[src/rtl/mips_cycle_controller.sv]
// mips_cycle_controller
//   Multi-cycle sequencer for the MIPS core. Each pass fetches one instruction,
//   holds it while the combinational ALU/decoder settles, optionally runs the
//   data-memory handshake, then commits the register write and PC update in a
//   single writeback cycle.
//
// Ports
//   clk, rst_n          core clock (rising edge), asynchronous active-low reset
//   imem_req/addr       instruction fetch request and address (= pc)
//   imem_ack/rdata      fetch completion and instruction word
//   instr, pc           latched instruction and current PC, to the ALU
//   alu_pc_next         next PC from the ALU (word-aligned on commit)
//   alu_we_register     ALU requests a register write
//   alu_we_memory       ALU requests a data-memory access
//   rf_we               register-file write strobe, WB cycle only
//   dmem_req/ack        data-memory handshake
//   halt_req, halted    stop request (sampled in WB) and halted status
//   state               FSM state, for debug
//   retire_count        retired-instruction counter (wraps silently)
module mips_cycle_controller #(
    parameter int                   WORD_SIZE = 32,
    parameter logic [WORD_SIZE-1:0] RESET_PC  = '0
) (
    input  logic                 clk,
    input  logic                 rst_n,
    output logic                 imem_req,
    output logic [WORD_SIZE-1:0] imem_addr,
    input  logic                 imem_ack,
    input  logic [WORD_SIZE-1:0] imem_rdata,
    output logic [WORD_SIZE-1:0] instr,
    output logic [WORD_SIZE-1:0] pc,
    input  logic [WORD_SIZE-1:0] alu_pc_next,
    input  logic                 alu_we_register,
    input  logic                 alu_we_memory,
    output logic                 rf_we,
    output logic                 dmem_req,
    input  logic                 dmem_ack,
    input  logic                 halt_req,
    output logic                 halted,
    output logic [2:0]           state,
    output logic [WORD_SIZE-1:0] retire_count
);

    typedef enum logic [2:0] {
        FETCH = 3'd0,
        EXEC  = 3'd1,
        MEM   = 3'd2,
        WB    = 3'd3,
        HALT  = 3'd4
    } state_e;

    state_e               state_q, state_d;
    logic [WORD_SIZE-1:0] pc_q, pc_d;
    logic [WORD_SIZE-1:0] instr_q, instr_d;
    logic [WORD_SIZE-1:0] retire_q, retire_d;

    // The low PC bits are discarded on commit so the PC stays word-aligned.
    logic unused_pc_bits;
    assign unused_pc_bits = ^alu_pc_next[1:0];

    always_ff @(posedge clk or negedge rst_n) begin
        if (!rst_n) begin
            state_q  <= FETCH;
            pc_q     <= RESET_PC;
            instr_q  <= '0;
            retire_q <= '0;
        end else begin
            state_q  <= state_d;
            pc_q     <= pc_d;
            instr_q  <= instr_d;
            retire_q <= retire_d;
        end
    end

    always_comb begin
        state_d  = state_q;
        pc_d     = pc_q;
        instr_d  = instr_q;
        retire_d = retire_q;
        case (state_q)
            FETCH: begin
                if (imem_ack) begin
                    instr_d = imem_rdata;
                    state_d = EXEC;
                end
            end
            EXEC: begin
                state_d = alu_we_memory ? MEM : WB;
            end
            MEM: begin
                if (dmem_ack) begin
                    state_d = WB;
                end
            end
            WB: begin
                pc_d     = {alu_pc_next[WORD_SIZE-1:2], 2'b00};
                retire_d = retire_q + {{(WORD_SIZE-1){1'b0}}, 1'b1};
                state_d  = halt_req ? HALT : FETCH;
            end
            HALT: begin
                if (!halt_req) begin
                    state_d = FETCH;
                end
            end
            // Codes 5-7 recover to FETCH without touching pc/instr.
            default: begin
                state_d = FETCH;
            end
        endcase
    end

    // Handshake strobes depend only on the state register, so an async reset
    // drops any outstanding request immediately.
    assign imem_req     = (state_q == FETCH);
    assign dmem_req     = (state_q == MEM);
    assign rf_we        = (state_q == WB) && alu_we_register;
    assign halted       = (state_q == HALT);
    assign state        = state_q;
    assign imem_addr    = pc_q;
    assign pc           = pc_q;
    assign instr        = instr_q;
    assign retire_count = retire_q;

endmodule

[config.mk]
export PLATFORM = sky130hd
export DESIGN_NAME = mips_cycle_controller
export DESIGN_NICKNAME = d
export VERILOG_FILES = /design/src/rtl/mips_cycle_controller.sv
export SDC_FILE = /design/constraint.sdc
export NUM_CORES = 1
export LEC_CHECK = 0
export BUFFER_PORTS_ARGS = -buffer_cell sky130_fd_sc_hd__buf_2
export CAP_MARGIN = 5
export CORE_MARGIN = 2
export CORE_UTILIZATION = 48
export CTS_BUF_LIST = sky130_fd_sc_hd__clkbuf_4
export CTS_CLUSTER_SIZE = 16
export DETAILED_ROUTE_END_ITERATION = 7
export GPL_ROUTABILITY_DRIVEN = 0
export PLACE_DENSITY_LB_ADDON = 0.1
export SLEW_MARGIN = 10
export SYNTH_ARGS = -nofsm -noshare
export SYNTH_HDL_FRONTEND = slang
export SYNTH_SLANG_ARGS = --single-unit
[constraint.sdc]
create_clock -name clk -period 2.5 [get_ports clk]
set_input_delay 0 -clock clk [delete_from_list [all_inputs] [get_ports clk]]
set_output_delay 0 -clock clk [all_outputs]
set_load 0.02 [all_outputs]
==> Word-level counts from Yosys, hierarchy flattened <==
Cells that the tools add are included.
{ "totals": {"reg_bits": 97, "in_bits": 71, "output_inout_bits": 135, "word_cells": 22} }
{ "op_classes": {"n_addsub": 1, "eq_ne": 7, "muxes": 6, "n_reduce_logical": 4} }
{ "op_table": {"columns": ["operator", "n"], "rows": [
  ["$add 32x1->32 const B", 1],
  ["$pmux 3 s5", 1],
  ["$mux 3", 4],
  ["$eq 3x2->1 const B", 2],
  ["$ne 2x1->1 const B", 2],
  ["$eq 3x1->1 const B", 1],
  ["$eq 3x3->1 const B", 1],
  ["$logic_not 3->1", 1],
  ["$reduce_and 3->1", 1],
  ["$ne 2x2->1 const B", 1],
  ["$reduce_and 2->1", 1],
  ["$logic_and 1x1->1", 1],
  ["$mux 1", 1]
]} }

==> Depth between registers and ports, before layout <==
{ "depth": {"word_depth": 3, "depth_mapped": 7, "depth_no_buf": 5} }

==> Worst setup path after synthesis <==
No wires, ideal clock.
{ "synth_path": {"path_kind": "flip-flop to flip-flop", "start": "register state_q[0] (netlist: state[0])", "end": "register instr_q[15] (netlist: instr[15])", "setup_time_ns": 0.125, "arrival_time_ns": 2.091, "required_time_ns": 2.375, "setup_slack_ns": 0.284, "path_stages_with_launch": 7, "path_buffers": 3, "period_less_slack_ns": 2.216, "path_cell_list": "dfrtp_1 buf_4 nor3_1 and2_1 clkbuf_1 buf_2 mux2_2"} }
{ "synth_between": {"elab_chain_len": 2} }
{ "synth_rtl": {"columns": ["item", "line_no", "text"], "rows": [
  ["start: declaration", "52", "state_e state_q, state_d;"],
  ["start signal: assignment", "68", "state_q <= state_d;"],
  ["$logic_not 3->1", null, null],
  ["net imem_req", "26", "output logic imem_req,"],
  ["$reduce_and 2->1 (no line)", null, null],
  ["end signal: assignment", "70", "instr_q <= instr_d;"],
  ["end: declaration", "54", "logic [WORD_SIZE-1:0] instr_q, instr_d;"]
]} }
The timed path passes the listed nets, and every way through them passes these cells.
A chain may end at the register's enable or synchronous reset.

==> Worst setup path after layout <==
{ "layout_path": {"start": "register state_q[0] (netlist: state[0])", "end": "output port rf_we"} }
{ "layout_between": {"elab_chain_len": 2} }
{ "layout_rtl": {"columns": ["item", "line_no", "text"], "rows": [
  ["$eq 3x2->1", "116", "assign rf_we = (state_q == WB) && alu_we_register;"],
  ["$logic_and 1x1->1", "116", null],
  ["end: declaration", "35", "output logic rf_we,"]
]} }
No other way between the ends.

==> impl_metrics.py <==
metrics = {
    "synthesis": {
        "synth.distinct_cells": 32,
        "synth_seq_area_share": 0.572,
        "syn_area_per_cell_sq_um": 11.0,
        "syn-cell-area_sq_mm": 0.00424,
        "synth-seq-cells": 97,
        "synthCells": 384,
        "ys_warn_count": 0,
    },
    "sta": {
        "worstMarginPinSlew_ps": 655,
        "fin_crit_ps": 2010,
        "post-route-period-util": 0.803,
        "rsz0062_at_grt": "false",
        "whs_ps": 127,
        "setup_viol": 0,
        "fmax_ghz": 0.498,
        "clock_skew_ps": 12.1,
        "slew_headroom": 0.564,
        "drv_slew": 0,
        "hold_viol_final": 0,
        "setup_tns_ps": 0,
    },
    "floorplan": {
        "start_util": 0.491,
        "io_pins": 206,
        "die_w_um": 98.0,
        "die_h_um": 98.0,
        "rows": 34,
        "die_area_sq_mm": 0.00961,
        "core_area_sq_mm": 0.00864,
    },
    "cells_and_area": {
        "final_cell_mix": "buf_2, nand2_1, dfrtp_1, dlygate4sd3_1, mux2_2",
        "final_area_sq_mm": 0.00592,
        "area_growth_pct": 39.4,
        "fin_nets": 691,
        "fin_util": 0.685,
        "antenna_cells": 0,
        "mostFrequentLayoutCell": "buf_2",
        "drive_gt1_frac": 0.408,
    },
    "worst_setup_path": {
        "worst-setup-path-type": "reg2out",
        "slowest_stage": "dfrtp_1",
        "critPathCaptureType": "primary output",
        "worstPathRequired_ps": 2500,
        "worstSetupStartpointType": "register",
        "cp_slowest_stage_delay_ps": 520,
        "cp_data_arrival_time_ps": 2010,
        "crit_path_cell_trace": "and3b_1 > buf_4 > and2_1 > buf_2",
        "rrSetupSlack_ps": 570,
        "cp_max_fo": 13,
    },
    "clock_network": {
        "clockBufferDepth": 2,
        "cts_tree": "built",
        "htree_levels": 3,
        "cts_buffers": 9,
        "cts.clk_slew.worst_paths_ps": 140,
        "hold_buffers": 66,
        "clk_latency_ps": 410,
        "cts.sinks": 97,
        "cts_resized": 0,
        "cts-root-buf": "clkbuf_4",
        "cts_setup_buffers": 0,
    },
    "grt": {
        "overflow": 0,
        "grt_pass1_wl_um": 17100,
        "antenna_found_initial": 0,
        "grt_pass1_vias": 3590,
        "grt_usage": 0.218,
        "grt_max_degree": 51,
    },
    "route": {
        "drc": 0,
        "drt_iter0_markers": 78,
        "via_count": 3484,
        "totalWireLength_um": 10200,
        "wire_per_inst_um": 13.9,
        "drt_first_pass_iters": 5,
        "post_drt_via_cell_ratio": 4.77,
        "antenna_left": 0,
    },
    "power": {
        "p_leak_nw": 3.19,
        "p_per_area_mw_per_mm2": 1100,
        "irDropWorstVdd_uv": 650,
    },
    "status": {
        "outcome": "finished, final reports clean",
    },
    "min_path": {
        "hp-class": "in2async",
    },
    "placement": {
        "dp_hpwl_um": 6660,
        "placed_cell_area_sq_mm": 0.00511,
        "numPortBuffers": 199,
    },
    "job": {
        "maxCapViolCount": 0,
    },
}
-- final cells by class --
cell class                 count  area [sq um]
clock buffer                  10          75.1
clock inverter                 5          71.3
fill                         684          2720
inverter                       3          11.3
multi-input combinational    237          1480
sequential                    97          2430
tap                          108           135
timing repair buffer         271          1720
-- critical path: cells and delay by family (launching register included) --
family / cells / cell delay (ps)
buffers and inverters: 2 / 430
DFF: 1 / 520
and+or+nand+nor: 2 / 650
-- kinds of logic (layout without fill, tap and decap cells) --
| group | Yosys count | count (layout) | synth area share |
|---|---|---|---|
| AND/OR/NAND/NOR | 165 | 165 | 0.186 |
| flip-flops | 97 | 97 | 0.572 |
| buffers and inverters | 53 | 289 | 0.0820 |
| multiplexers | 33 | 33 | 0.0873 |
| XOR/XNOR | 32 | 32 | 0.0661 |
| AO/OA/AOI/OAI | 2 | 2 | 0.00295 |
| adder cells (fa/ha/maj) | 1 | 1 | 0.00295 |
| other | 1 | 4 | 0.000884 |
-- path summary, 6_finish.rpt --
kind	cells after the start	start	to
worst max-delay path	4	state[0]$_DFFE_PN0P_	rf_we
worst min-delay path	2	rst_n	retire_count[29]$_DFFE_PN0N_
worst max register to register	4	state[2]$_DFFE_PN0P_	retire_count[26]$_DFFE_PN0N_
worst min register to register	1	retire_count[31]$_DFFE_PN0N_	retire_count[31]$_DFFE_PN0N_
max in group asynchronous	3	rst_n	state[2]$_DFFE_PN0P_
min in group clk	4	alu_pc_next[18]	imem_addr[18]$_DFFE_PN0N_
-- routing by layer --
metal,wire [um],track usage,up-vias
met1,4220,0.268,1654
li1,-,-,1687
met2,5090,0.365,122
met5,0,0,-
met4,241,0.0919,0
met3,643,0.0565,21
-- Yosys cell counts --
cell | instances | area (sq um)
and3_1 | 4 | 25.0
a21oi_1 | 1 | 5.00
nor3_1 | 9 | 45.0
xnor2_1 | 18 | 158
nor4_4 | 2 | 42.5
buf_6 | 1 | 11.3
mux2_1 | 2 | 22.5
conb_1 | 1 | 3.75
and3b_1 | 2 | 17.5
dfrtp_1 | 97 | 2430
and2_1 | 3 | 18.8
inv_1 | 3 | 11.3
or4_4 | 2 | 22.5
nand4_2 | 1 | 12.5
nand3_1 | 6 | 30.0
nand4_1 | 10 | 62.6
buf_1 | 3 | 11.3
nand3b_1 | 1 | 7.51
mux2_2 | 30 | 338
nor2_1 | 10 | 37.5
clkbuf_1 | 5 | 18.8
nor3b_1 | 2 | 15.0
buf_4 | 36 | 270
mux2i_1 | 1 | 10.0
and4_1 | 1 | 8.76
buf_2 | 5 | 25.0
ha_1 | 1 | 12.5
xor2_1 | 14 | 123
nand2_1 | 108 | 405
nor4_2 | 2 | 25.0
o21a_1 | 1 | 7.51
nor4_1 | 2 | 12.5
-- metrics by stage --
stage / instances / setup WS (ps) / power [W]
after floorplan: 387 / 284 / 0.00479
after detailed placement: 650 / 568 / 0.00558
final: 731 / 491 / 0.00653
after CTS: 731 / 424 / 0.00656
after global routing: 731 / 316 / 0.00694
after global placement: 650 / 603 / 0.00550
-- power by group --
group / internal (W) / switching, W
sequential: 0.00213 / 0.000400
combinational: 0.00117 / 0.00194
clock: 0.000404 / 0.000487
total: 0.00370 / 0.00283
-- state kept, by name, indices dropped and copies added, names as in the netlist --
name,flops
instr,32
retire_count,32
imem_addr,30
state,3
Power figures use the tool's default switching activity.
